$ cat src/rtl/mem_port_arbiter_if.sv
// Bundles the requester-side (IF, LS) and memory-side signals of the unified
// memory port arbiter. The slave view is taken by the arbiter itself.
interface mem_port_arbiter_if #(
    parameter int AW = 32,
    parameter int DW = 32
);
    localparam int BW = DW / 8;

    logic          if_req;
    logic [AW-1:0] if_addr;
    logic          if_gnt;
    logic          if_rvalid;
    logic [DW-1:0] if_rdata;

    logic          ls_req;
    logic          ls_we;
    logic [AW-1:0] ls_addr;
    logic [DW-1:0] ls_wdata;
    logic [BW-1:0] ls_be;
    logic          ls_gnt;
    logic          ls_rvalid;
    logic [DW-1:0] ls_rdata;

    logic          err;
    logic          busy;

    logic          mem_req;
    logic          mem_we;
    logic [AW-1:0] mem_addr;
    logic [DW-1:0] mem_wdata;
    logic [BW-1:0] mem_be;
    logic          mem_ready;
    logic [DW-1:0] mem_rdata;

    modport slave (
        input  if_req, if_addr, ls_req, ls_we, ls_addr, ls_wdata, ls_be,
        input  mem_ready, mem_rdata,
        output if_gnt, if_rvalid, if_rdata, ls_gnt, ls_rvalid, ls_rdata,
        output err, busy, mem_req, mem_we, mem_addr, mem_wdata, mem_be
    );

    modport master (
        output if_req, if_addr, ls_req, ls_we, ls_addr, ls_wdata, ls_be,
        output mem_ready, mem_rdata,
        input  if_gnt, if_rvalid, if_rdata, ls_gnt, ls_rvalid, ls_rdata,
        input  err, busy, mem_req, mem_we, mem_addr, mem_wdata, mem_be
    );
endinterface

$ cat src/rtl/mem_port_arbiter.sv
// Single-port memory arbiter between instruction fetch and load/store: LS has
// priority, a streak limit guarantees IF progress, a timer aborts hung accesses.
module mem_port_arbiter #(
    parameter int AW            = 32,
    parameter int DW            = 32,
    parameter int MAX_LS_STREAK = 3,
    parameter int TIMEOUT       = 64
) (
    input  logic                  clk,
    input  logic                  reset,
    mem_port_arbiter_if.slave     bus
);
    localparam int BW = DW / 8;
    localparam int SW = (MAX_LS_STREAK > 0) ? $clog2(MAX_LS_STREAK + 1) : 1;
    localparam int TW = (TIMEOUT > 1) ? $clog2(TIMEOUT) : 1;

    typedef enum logic [1:0] {
        ST_IDLE    = 2'd0,
        ST_BUSY_IF = 2'd1,
        ST_BUSY_LS = 2'd2
    } state_t;

    state_t        r_state;
    logic [SW-1:0] r_streak;
    logic [TW-1:0] r_timer;
    logic          r_mem_we;
    logic [AW-1:0] r_mem_addr;
    logic [DW-1:0] r_mem_wdata;
    logic [BW-1:0] r_mem_be;
    logic          r_if_rvalid;
    logic          r_ls_rvalid;
    logic          r_err;
    logic [DW-1:0] r_if_rdata;
    logic [DW-1:0] r_ls_rdata;

    logic w_idle;
    logic w_if_force;
    logic w_ls_gnt;
    logic w_if_gnt;
    logic w_timeout;

    // Grants are qualified by reset so an asserted reset silences them at once.
    assign w_idle     = (r_state == ST_IDLE) && reset;
    assign w_if_force = bus.if_req && (r_streak == SW'(MAX_LS_STREAK));
    assign w_ls_gnt   = w_idle && bus.ls_req && !w_if_force;
    assign w_if_gnt   = w_idle && bus.if_req && !w_ls_gnt;
    assign w_timeout  = (TIMEOUT > 0) && (r_timer == TW'(TIMEOUT - 1)) && !bus.mem_ready;

    always_ff @(posedge clk or negedge reset) begin
        if (!reset) begin
            r_state     <= ST_IDLE;
            r_streak    <= '0;
            r_timer     <= '0;
            r_mem_we    <= 1'b0;
            r_mem_addr  <= '0;
            r_mem_wdata <= '0;
            r_mem_be    <= '0;
            r_if_rvalid <= 1'b0;
            r_ls_rvalid <= 1'b0;
            r_err       <= 1'b0;
            r_if_rdata  <= '0;
            r_ls_rdata  <= '0;
        end else begin
            r_if_rvalid <= 1'b0;
            r_ls_rvalid <= 1'b0;
            r_err       <= 1'b0;
            case (r_state)
                ST_IDLE: begin
                    r_timer <= '0;
                    if (w_ls_gnt) begin
                        r_state     <= ST_BUSY_LS;
                        r_mem_we    <= bus.ls_we;
                        r_mem_addr  <= bus.ls_addr;
                        r_mem_wdata <= bus.ls_wdata;
                        r_mem_be    <= bus.ls_be;
                        if (!bus.if_req) begin
                            r_streak <= '0;
                        end else if (r_streak != SW'(MAX_LS_STREAK)) begin
                            r_streak <= r_streak + 1'b1;
                        end
                    end else if (w_if_gnt) begin
                        r_state     <= ST_BUSY_IF;
                        r_mem_we    <= 1'b0;
                        r_mem_addr  <= bus.if_addr;
                        r_mem_wdata <= '0;
                        r_mem_be    <= '1;
                        r_streak    <= '0;
                    end
                end
                ST_BUSY_IF, ST_BUSY_LS: begin
                    if (bus.mem_ready) begin
                        r_state <= ST_IDLE;
                        if (r_state == ST_BUSY_IF) begin
                            r_if_rvalid <= 1'b1;
                            r_if_rdata  <= bus.mem_rdata;
                        end else begin
                            r_ls_rvalid <= 1'b1;
                            // Write acks leave the last read data in place.
                            if (!r_mem_we) begin
                                r_ls_rdata <= bus.mem_rdata;
                            end
                        end
                    end else if (w_timeout) begin
                        r_state <= ST_IDLE;
                        r_err   <= 1'b1;
                        if (r_state == ST_BUSY_IF) begin
                            r_if_rvalid <= 1'b1;
                        end else begin
                            r_ls_rvalid <= 1'b1;
                        end
                    end else if (TIMEOUT > 0) begin
                        r_timer <= r_timer + 1'b1;
                    end
                end
                default: r_state <= ST_IDLE;
            endcase
        end
    end

    assign bus.if_gnt    = w_if_gnt;
    assign bus.ls_gnt    = w_ls_gnt;
    assign bus.if_rvalid = r_if_rvalid;
    assign bus.if_rdata  = r_if_rdata;
    assign bus.ls_rvalid = r_ls_rvalid;
    assign bus.ls_rdata  = r_ls_rdata;
    assign bus.err       = r_err;
    assign bus.busy      = (r_state != ST_IDLE);
    assign bus.mem_req   = (r_state != ST_IDLE);
    assign bus.mem_we    = r_mem_we;
    assign bus.mem_addr  = r_mem_addr;
    assign bus.mem_wdata = r_mem_wdata;
    assign bus.mem_be    = r_mem_be;
endmodule

$ cat src/flat_wrapper.sv
// flat-port wrapper written by rule: the top's interface ports become plain ports
module mem_port_arbiter_flat 
#(
    parameter int AW            = 32,
    parameter int DW            = 32,
    parameter int MAX_LS_STREAK = 3,
    parameter int TIMEOUT       = 64
)
  (clk, reset, bus_if_req, bus_if_addr, bus_ls_req, bus_ls_we, bus_ls_addr, bus_ls_wdata, bus_ls_be, bus_mem_ready, bus_mem_rdata, bus_if_gnt, bus_if_rvalid, bus_if_rdata, bus_ls_gnt, bus_ls_rvalid, bus_ls_rdata, bus_err, bus_busy, bus_mem_req, bus_mem_we, bus_mem_addr, bus_mem_wdata, bus_mem_be);
  mem_port_arbiter_if #(.AW(AW), .DW(DW)) bus_i ();
  input  logic clk;
  input  logic reset;
  input wire logic [$bits(bus_i.if_req)-1:0] bus_if_req;
  input wire logic [$bits(bus_i.if_addr)-1:0] bus_if_addr;
  input wire logic [$bits(bus_i.ls_req)-1:0] bus_ls_req;
  input wire logic [$bits(bus_i.ls_we)-1:0] bus_ls_we;
  input wire logic [$bits(bus_i.ls_addr)-1:0] bus_ls_addr;
  input wire logic [$bits(bus_i.ls_wdata)-1:0] bus_ls_wdata;
  input wire logic [$bits(bus_i.ls_be)-1:0] bus_ls_be;
  input wire logic [$bits(bus_i.mem_ready)-1:0] bus_mem_ready;
  input wire logic [$bits(bus_i.mem_rdata)-1:0] bus_mem_rdata;
  output wire logic [$bits(bus_i.if_gnt)-1:0] bus_if_gnt;
  output wire logic [$bits(bus_i.if_rvalid)-1:0] bus_if_rvalid;
  output wire logic [$bits(bus_i.if_rdata)-1:0] bus_if_rdata;
  output wire logic [$bits(bus_i.ls_gnt)-1:0] bus_ls_gnt;
  output wire logic [$bits(bus_i.ls_rvalid)-1:0] bus_ls_rvalid;
  output wire logic [$bits(bus_i.ls_rdata)-1:0] bus_ls_rdata;
  output wire logic [$bits(bus_i.err)-1:0] bus_err;
  output wire logic [$bits(bus_i.busy)-1:0] bus_busy;
  output wire logic [$bits(bus_i.mem_req)-1:0] bus_mem_req;
  output wire logic [$bits(bus_i.mem_we)-1:0] bus_mem_we;
  output wire logic [$bits(bus_i.mem_addr)-1:0] bus_mem_addr;
  output wire logic [$bits(bus_i.mem_wdata)-1:0] bus_mem_wdata;
  output wire logic [$bits(bus_i.mem_be)-1:0] bus_mem_be;
  assign bus_i.if_req = bus_if_req;
  assign bus_i.if_addr = bus_if_addr;
  assign bus_i.ls_req = bus_ls_req;
  assign bus_i.ls_we = bus_ls_we;
  assign bus_i.ls_addr = bus_ls_addr;
  assign bus_i.ls_wdata = bus_ls_wdata;
  assign bus_i.ls_be = bus_ls_be;
  assign bus_i.mem_ready = bus_mem_ready;
  assign bus_i.mem_rdata = bus_mem_rdata;
  assign bus_if_gnt = bus_i.if_gnt;
  assign bus_if_rvalid = bus_i.if_rvalid;
  assign bus_if_rdata = bus_i.if_rdata;
  assign bus_ls_gnt = bus_i.ls_gnt;
  assign bus_ls_rvalid = bus_i.ls_rvalid;
  assign bus_ls_rdata = bus_i.ls_rdata;
  assign bus_err = bus_i.err;
  assign bus_busy = bus_i.busy;
  assign bus_mem_req = bus_i.mem_req;
  assign bus_mem_we = bus_i.mem_we;
  assign bus_mem_addr = bus_i.mem_addr;
  assign bus_mem_wdata = bus_i.mem_wdata;
  assign bus_mem_be = bus_i.mem_be;
  mem_port_arbiter #(.AW(AW), .DW(DW), .MAX_LS_STREAK(MAX_LS_STREAK), .TIMEOUT(TIMEOUT)) u_core (.clk(clk), .reset(reset), .bus(bus_i));
endmodule
$ cat config.mk
export PLATFORM = sky130hd
export DESIGN_NAME = mem_port_arbiter_flat
export DESIGN_NICKNAME = d
export VERILOG_FILES = /design/src/rtl/mem_port_arbiter_if.sv /design/src/rtl/mem_port_arbiter.sv /design/src/flat_wrapper.sv
export SDC_FILE = /design/constraint.sdc
export NUM_CORES = 1
export LEC_CHECK = 0
export CELL_PAD_IN_SITES_DETAIL_PLACEMENT = 0
export CELL_PAD_IN_SITES_GLOBAL_PLACEMENT = 1
export CORE_MARGIN = 2
export CORE_UTILIZATION = 36
export CTS_BUF_LIST = sky130_fd_sc_hd__clkbuf_8
export CTS_CLUSTER_DIAMETER = 200
export CTS_CLUSTER_SIZE = 12
export DETAILED_ROUTE_END_ITERATION = 8
export HOLD_SLACK_MARGIN = 0.08
export PLACE_DENSITY_LB_ADDON = 0.25
export SETUP_SLACK_MARGIN = 0.05
export SYNTH_ARGS = -nofsm -noshare
export SYNTH_HDL_FRONTEND = slang
export SYNTH_SLANG_ARGS = --single-unit
$ cat constraint.sdc
create_clock -name clk -period 3.5 [get_ports clk]
set_clock_uncertainty 0.1 [all_clocks]
set_input_delay 0.875 -clock clk [delete_from_list [all_inputs] [get_ports clk]]
set_output_delay 0.875 -clock clk [all_outputs]
set_load 0.03 [all_outputs]
### After elaboration in Yosys (flattened, before gate mapping)

Cells that the tools add are included.

* muxes and demuxes: 31
* add/sub/neg operators: 2
* eq/ne operators: 10
* bitwise logic cells: 2
* reduce and logical (&&, ||, !) cells: 21

Operators by type and width (number)
* $mux 32: 4
* $mux 2: 8
* $mux 1: 13
* $mux 6: 2
* $pmux 6 s2: 1
* $reduce_and 3->1: 3
* $mux 4: 2
* $logic_and 1x1->1: 7
* $add 6x1->6 const B: 1
* $eq 6x6->1 const B: 1
* $ne 2x2->1 const B: 3
* $ne 3x2->1 const B: 2
* $reduce_bool 2->1: 3
* $eq 2x2->1 const B: 2
* $pmux 2 s2: 1
* $reduce_and 2->1: 2
* $reduce_and 4->1: 1
* $logic_not 1->1: 3
* $ne 3x3->1 const B: 1
* $add 2x1->2 const B: 1
* $eq 2x1->1 const B: 1
* $logic_not 2->1: 1
* $not 1->1: 2
* $reduce_or 2->1: 1

* logic and storage cells: 78
* register bits after elaboration: 146
* output and inout port bits: 140

### Logic depth before layout (Yosys ltp)

* depth after elaboration: 9
* depth in mapped cells: 8

### Least setup slack after synthesis

No wires, ideal clock.

* path type: input-to-output
* start: input port bus_if_req
* end: output port bus_if_gnt
* setup slack: 765 ps
* arrival time: 1760 ps
* path buffers: 2
* required time: 2525 ps
* cell stages on the path: 4
* cell sequence: nand3_2 buf_6 clkbuf_1 nor2_1

* longest elaborated chain between the ends: 5

Ends and longest elaborated chain
* from (decl): line flat_wrapper.sv:13 `input wire logic [$bits(bus_i.if_req)-1:0] bus_if_req;`
* $logic_and 1x1->1: line mem_port_arbiter.sv:44 `assign w_if_force = bus.if_req && (r_streak == SW'(MAX_LS_STREAK));`
* $logic_not 1->1: line mem_port_arbiter.sv:45 `assign w_ls_gnt = w_idle && bus.ls_req && !w_if_force;`
* $logic_and 1x1->1: line mem_port_arbiter.sv:45
* $logic_not 1->1: line mem_port_arbiter.sv:46 `assign w_if_gnt = w_idle && bus.if_req && !w_ls_gnt;`
* $logic_and 1x1->1 *: line mem_port_arbiter.sv:46
* to (decl): line flat_wrapper.sv:22 `output wire logic [$bits(bus_i.if_gnt)-1:0] bus_if_gnt;`

Mark *: on every way between the ends. The rest lies on a longest branch, timed or not.

### Worst setup path after layout

* start: register u_core.r_state[1]
* end: output port bus_busy

* longest elaborated chain between the ends: 1

Ends and longest elaborated chain
* from (decl): line mem_port_arbiter.sv:23 `state_t r_state;`
* from (signal assigned): line mem_port_arbiter.sv:51 `r_state <= ST_IDLE;`
* from (signal assigned): line mem_port_arbiter.sv:71 `r_state <= ST_BUSY_LS;`
* from (signal assigned): line mem_port_arbiter.sv:82 `r_state <= ST_BUSY_IF;`
* $reduce_bool 2->1: line mem_port_arbiter.sv:127 `assign bus.busy = (r_state != ST_IDLE);`
* to (decl): line flat_wrapper.sv:29 `output wire logic [$bits(bus_i.busy)-1:0] bus_busy;`

No other way between the ends.

==> out/results.tsv <==
metric	value	unit
status	completed	
post-synth top area share	56.71	%
die area	18980	µm²
Power Density	964.0	nW/µm²
core box area	17420	µm²
R2R Path Start	u_core.r_state[0]$_DFFE_PN0P_	
slowest stage delay, CP	0.65	ns
CTS Sinks	146	
Synth warnings	0	
power share of the sequential group	30.6	%
Cells after DPL	957	
FF-to-FF End	u_core.bus.ls_rdata[27]$_DFFE_PN0P_	
Clk pwr share	13.9	%
crit path max fanout	8	
synth top area cells	dfrtp_1 (57%), mux2_2 (16%), mux2_4 (7.0%)	
initial antenna violation count	0	
Crit. End Element	output pin	
post-layout util	56.47	%
setup violators final	0	
CP startpoint kind	flop	
Switching Share	41.16	%
WP data required	2.52	ns
Max rail drop VDD	0.4603	mV
unrepaired setup endpoints after global routing	false	
GRT Overall Usage	17.53	%
Top Family by Delay on Critical Path	buffers and inverters	
P_sw	0.003902	W
Buffers on Ports	277	
R2R cell count	6	
pre-CTS setup slack	0.3905	ns
CTS tree	yes	
CTS max path bufs	2	
Max-slew headroom	47.77	%
cell type with the largest total area after synthesis	dfrtp_1	
Lkg Pwr	4.620	nW
Max Cap Violations	0	
combinational share of power	55.5	%
first-pass GRT wire length	25390	µm
r2r setup slk	1.07	ns
Max Clock Freq	315.0	MHz
Syn Nets	617	
vias in the first global route	4964	
Via density	4.671	
TritonCTS Buffers	17	
post-synth cell types	34	
final std cells w/o fill	989	
fin crit share	90.69	%
HP Class	input pin to async pin	
async set or reset register ratio after synthesis	100.0	%
WHS	0.1199	ns
final hold viol count	0	
max-slew violations	0	
WL final	16580	µm
crit-path cells	inv_1, ha_1, inv_1, clkdlybuf4s50_1	
n_diodes	0	
clock root cell	clkbuf_8	
largest net degree at the start of global routing	148	
GP Congestion	0.7586	
fin worst setup slack	0.3257	ns
final setup TNS	0	ns
most frequent CP cell	inv_1	
CTS Hold Bufs	0	
Worst EP arrival	2.20	ns
IO Count	278	
Layout Nets	893	
layout cells sized above 1	22.12	%
ys flop type	dfrtp_1	
CP max stage cell	clkdlybuf4s50_1	
number of H-tree levels	4	
area of the mapped netlist	6442	µm²
GR Overflow Total	0	
chip height	137.8	µm
Avg Cell Area, Syn	13.56	µm²
Post-CTS Setup Repair Bufs	0	
Initial Util	36.99	%
sequential-to-total area share from yosys stat	56.71	%
Routed WL per cell	16.77	µm
clock latency on the worst-skew pair	0.44	ns
Tmin final	3.174	ns
critical path type	flop to output pin	
internal power	0.005579	W
Post-CTS Resized	0	
WP buf/inv	3	
#FFs+latches synth	146	
# rows	48	
area grow syn2layout	52.65	%
EDFF count, synth	0	
clk slew on worst S/H paths	0.09	ns
hpwl dp	11780	µm
Remaining DRCs	0	
Final ANT Viol Nets	0	
Initial DRC Count	173	
Die W	137.8	µm
worst-margin pin slew	0.7835	ns
DRT Pass-1 Iters	4	
via count	4620	
Cells after Synth	475	
cells in the mapped netlist (2+ instances only):
cell type  count
mux2i_1       39
nand2_1       41
o21ai_0        3
and3_1         3
buf_6          5
nand2b_1       2
mux2_4        30
ha_1           4
nor2_1        10
nand3_2        2
a221oi_1       2
o211ai_1       3
dfrtp_1      146
buf_4          4
clkbuf_1       5
buf_2         11
inv_1         43
a31oi_1        4
and3b_1        2
mux2_2        93
nand3_1        6
o31ai_1        2
a21oi_1        2
mux2_1         3
layer usage:
| layer | wire length (µm) | part of all wire, % | vias up | global-route usage (%) |
|---|---|---|---|---|
| met2 | 8647 | 52 | 153 | 31.54 |
| met3 | 1178 | 7.1 | 22 | 5.298 |
| met1 | 6447 | 39 | 2274 | 19.52 |
| li1 | - | - | 2171 | - |
| met5 | 0 | 0 | - | 0 |
| met4 | 309 | 1.9 | 0 | 6.463 |
how the worst max path moves through the flow:
stage | slack (ns) | startpoint | endpoint | cells past startpoint
floorplan | 0.76 | bus_if_req | bus_if_gnt | 4
global placement | 0.44 | bus_if_req | bus_ls_gnt | 5
detailed placement | 0.39 | bus_if_req | bus_ls_gnt | 5
CTS | 0.28 | u_core.r_state[0]$_DFFE_PN0P_ | bus_busy | 4
global route | 0.23 | u_core.r_state[0]$_DFFE_PN0P_ | bus_busy | 4
finish | 0.33 | u_core.r_state[1]$_DFFE_PN0P_ | bus_busy | 4
sequential cells by signal (all words and copies together) (netlist names):
signal / cells
u_core.r_state: 2
u_core.r_streak: 2
u_core.r_timer: 6
u_core.bus.mem_be: 4
u_core.bus.ls_rvalid: 1
u_core.bus.if_rvalid: 1
u_core.bus.if_rdata: 32
u_core.bus.mem_we: 1
u_core.bus.ls_rdata: 32
u_core.bus.err: 1
u_core.bus.mem_wdata: 32
u_core.bus.mem_addr: 32
cell usage in the layout, fill, tap and decap left out, types with 3 or more instances in the layout:
cell	netlist	routed
buf_4	4	3
mux2_4	30	30
clkdlybuf4s50_1	0	274
inv_6	0	5
dfrtp_1	146	146
nand3_1	6	5
mux2_2	93	93
mux2_1	3	3
clkinv_4	0	4
clkbuf_8	0	18
a31oi_1	4	4
o21ai_0	3	3
ha_1	4	4
o211ai_1	3	3
buf_12	0	4
nand2_1	41	41
mux2i_1	39	39
nor2_1	10	10
inv_1	43	43
and3_1	3	3
cells by family (layout without fill, tap and decap cells):
| kind of cell | count (synthesis) | in the layout | synth area share (%) |
|---|---|---|---|
| buffers and inverters | 68 | 357 | 4.991 |
| DFF | 146 | 146 | 56.71 |
| muxes | 165 | 165 | 29.83 |
| AOI/OAI and AO/OA | 22 | 22 | 2.505 |
| and+or+nand+nor | 70 | 70 | 5.186 |
| adders and majority gates | 4 | 4 | 0.7769 |
area by class of cell:
type | instances | area (µm²)
clock buffer | 18 | 247.7
clock inverter | 14 | 146.4
fill | 1456 | 7582
inverter | 43 | 161.4
multi-input combinational | 261 | 2487
sequential | 146 | 3654
tap | 225 | 281.5
timing repair buffer | 282 | 2856
power groups by stage:
stage | Clock, W | Sequential (W) | Combinational [W]
after CTS | 0.00136 | 0.00292 | 0.00533
after detailed placement | 0 | 0.00294 | 0.00532
after global placement | 0 | 0.00290 | 0.00524
after floorplan | 0 | 0.00444 | 0.00164
after global routing | 0.00145 | 0.00301 | 0.00555
final | 0.00132 | 0.00290 | 0.00526
metrics by stage:
stage | total power (W) | instance area, µm²
2_1_floorplan | 0.006075 | 6442
3_3_place_gp | 0.008145 | 9440
3_5_place_dp | 0.008258 | 9440
4_1_cts | 0.009611 | 9834
5_1_grt | 0.01001 | 9834
6_report | 0.009480 | 9834
worst register-to-register path: stages, from the launching register on:
cell	delay, ns
dfrtp_1	0.40
inv_1	0.07
ha_1	0.45
inv_1	0.17
nor4b_4	0.28
buf_4	0.44
mux2_2	0.41
(Power assumes the default switching activity.)
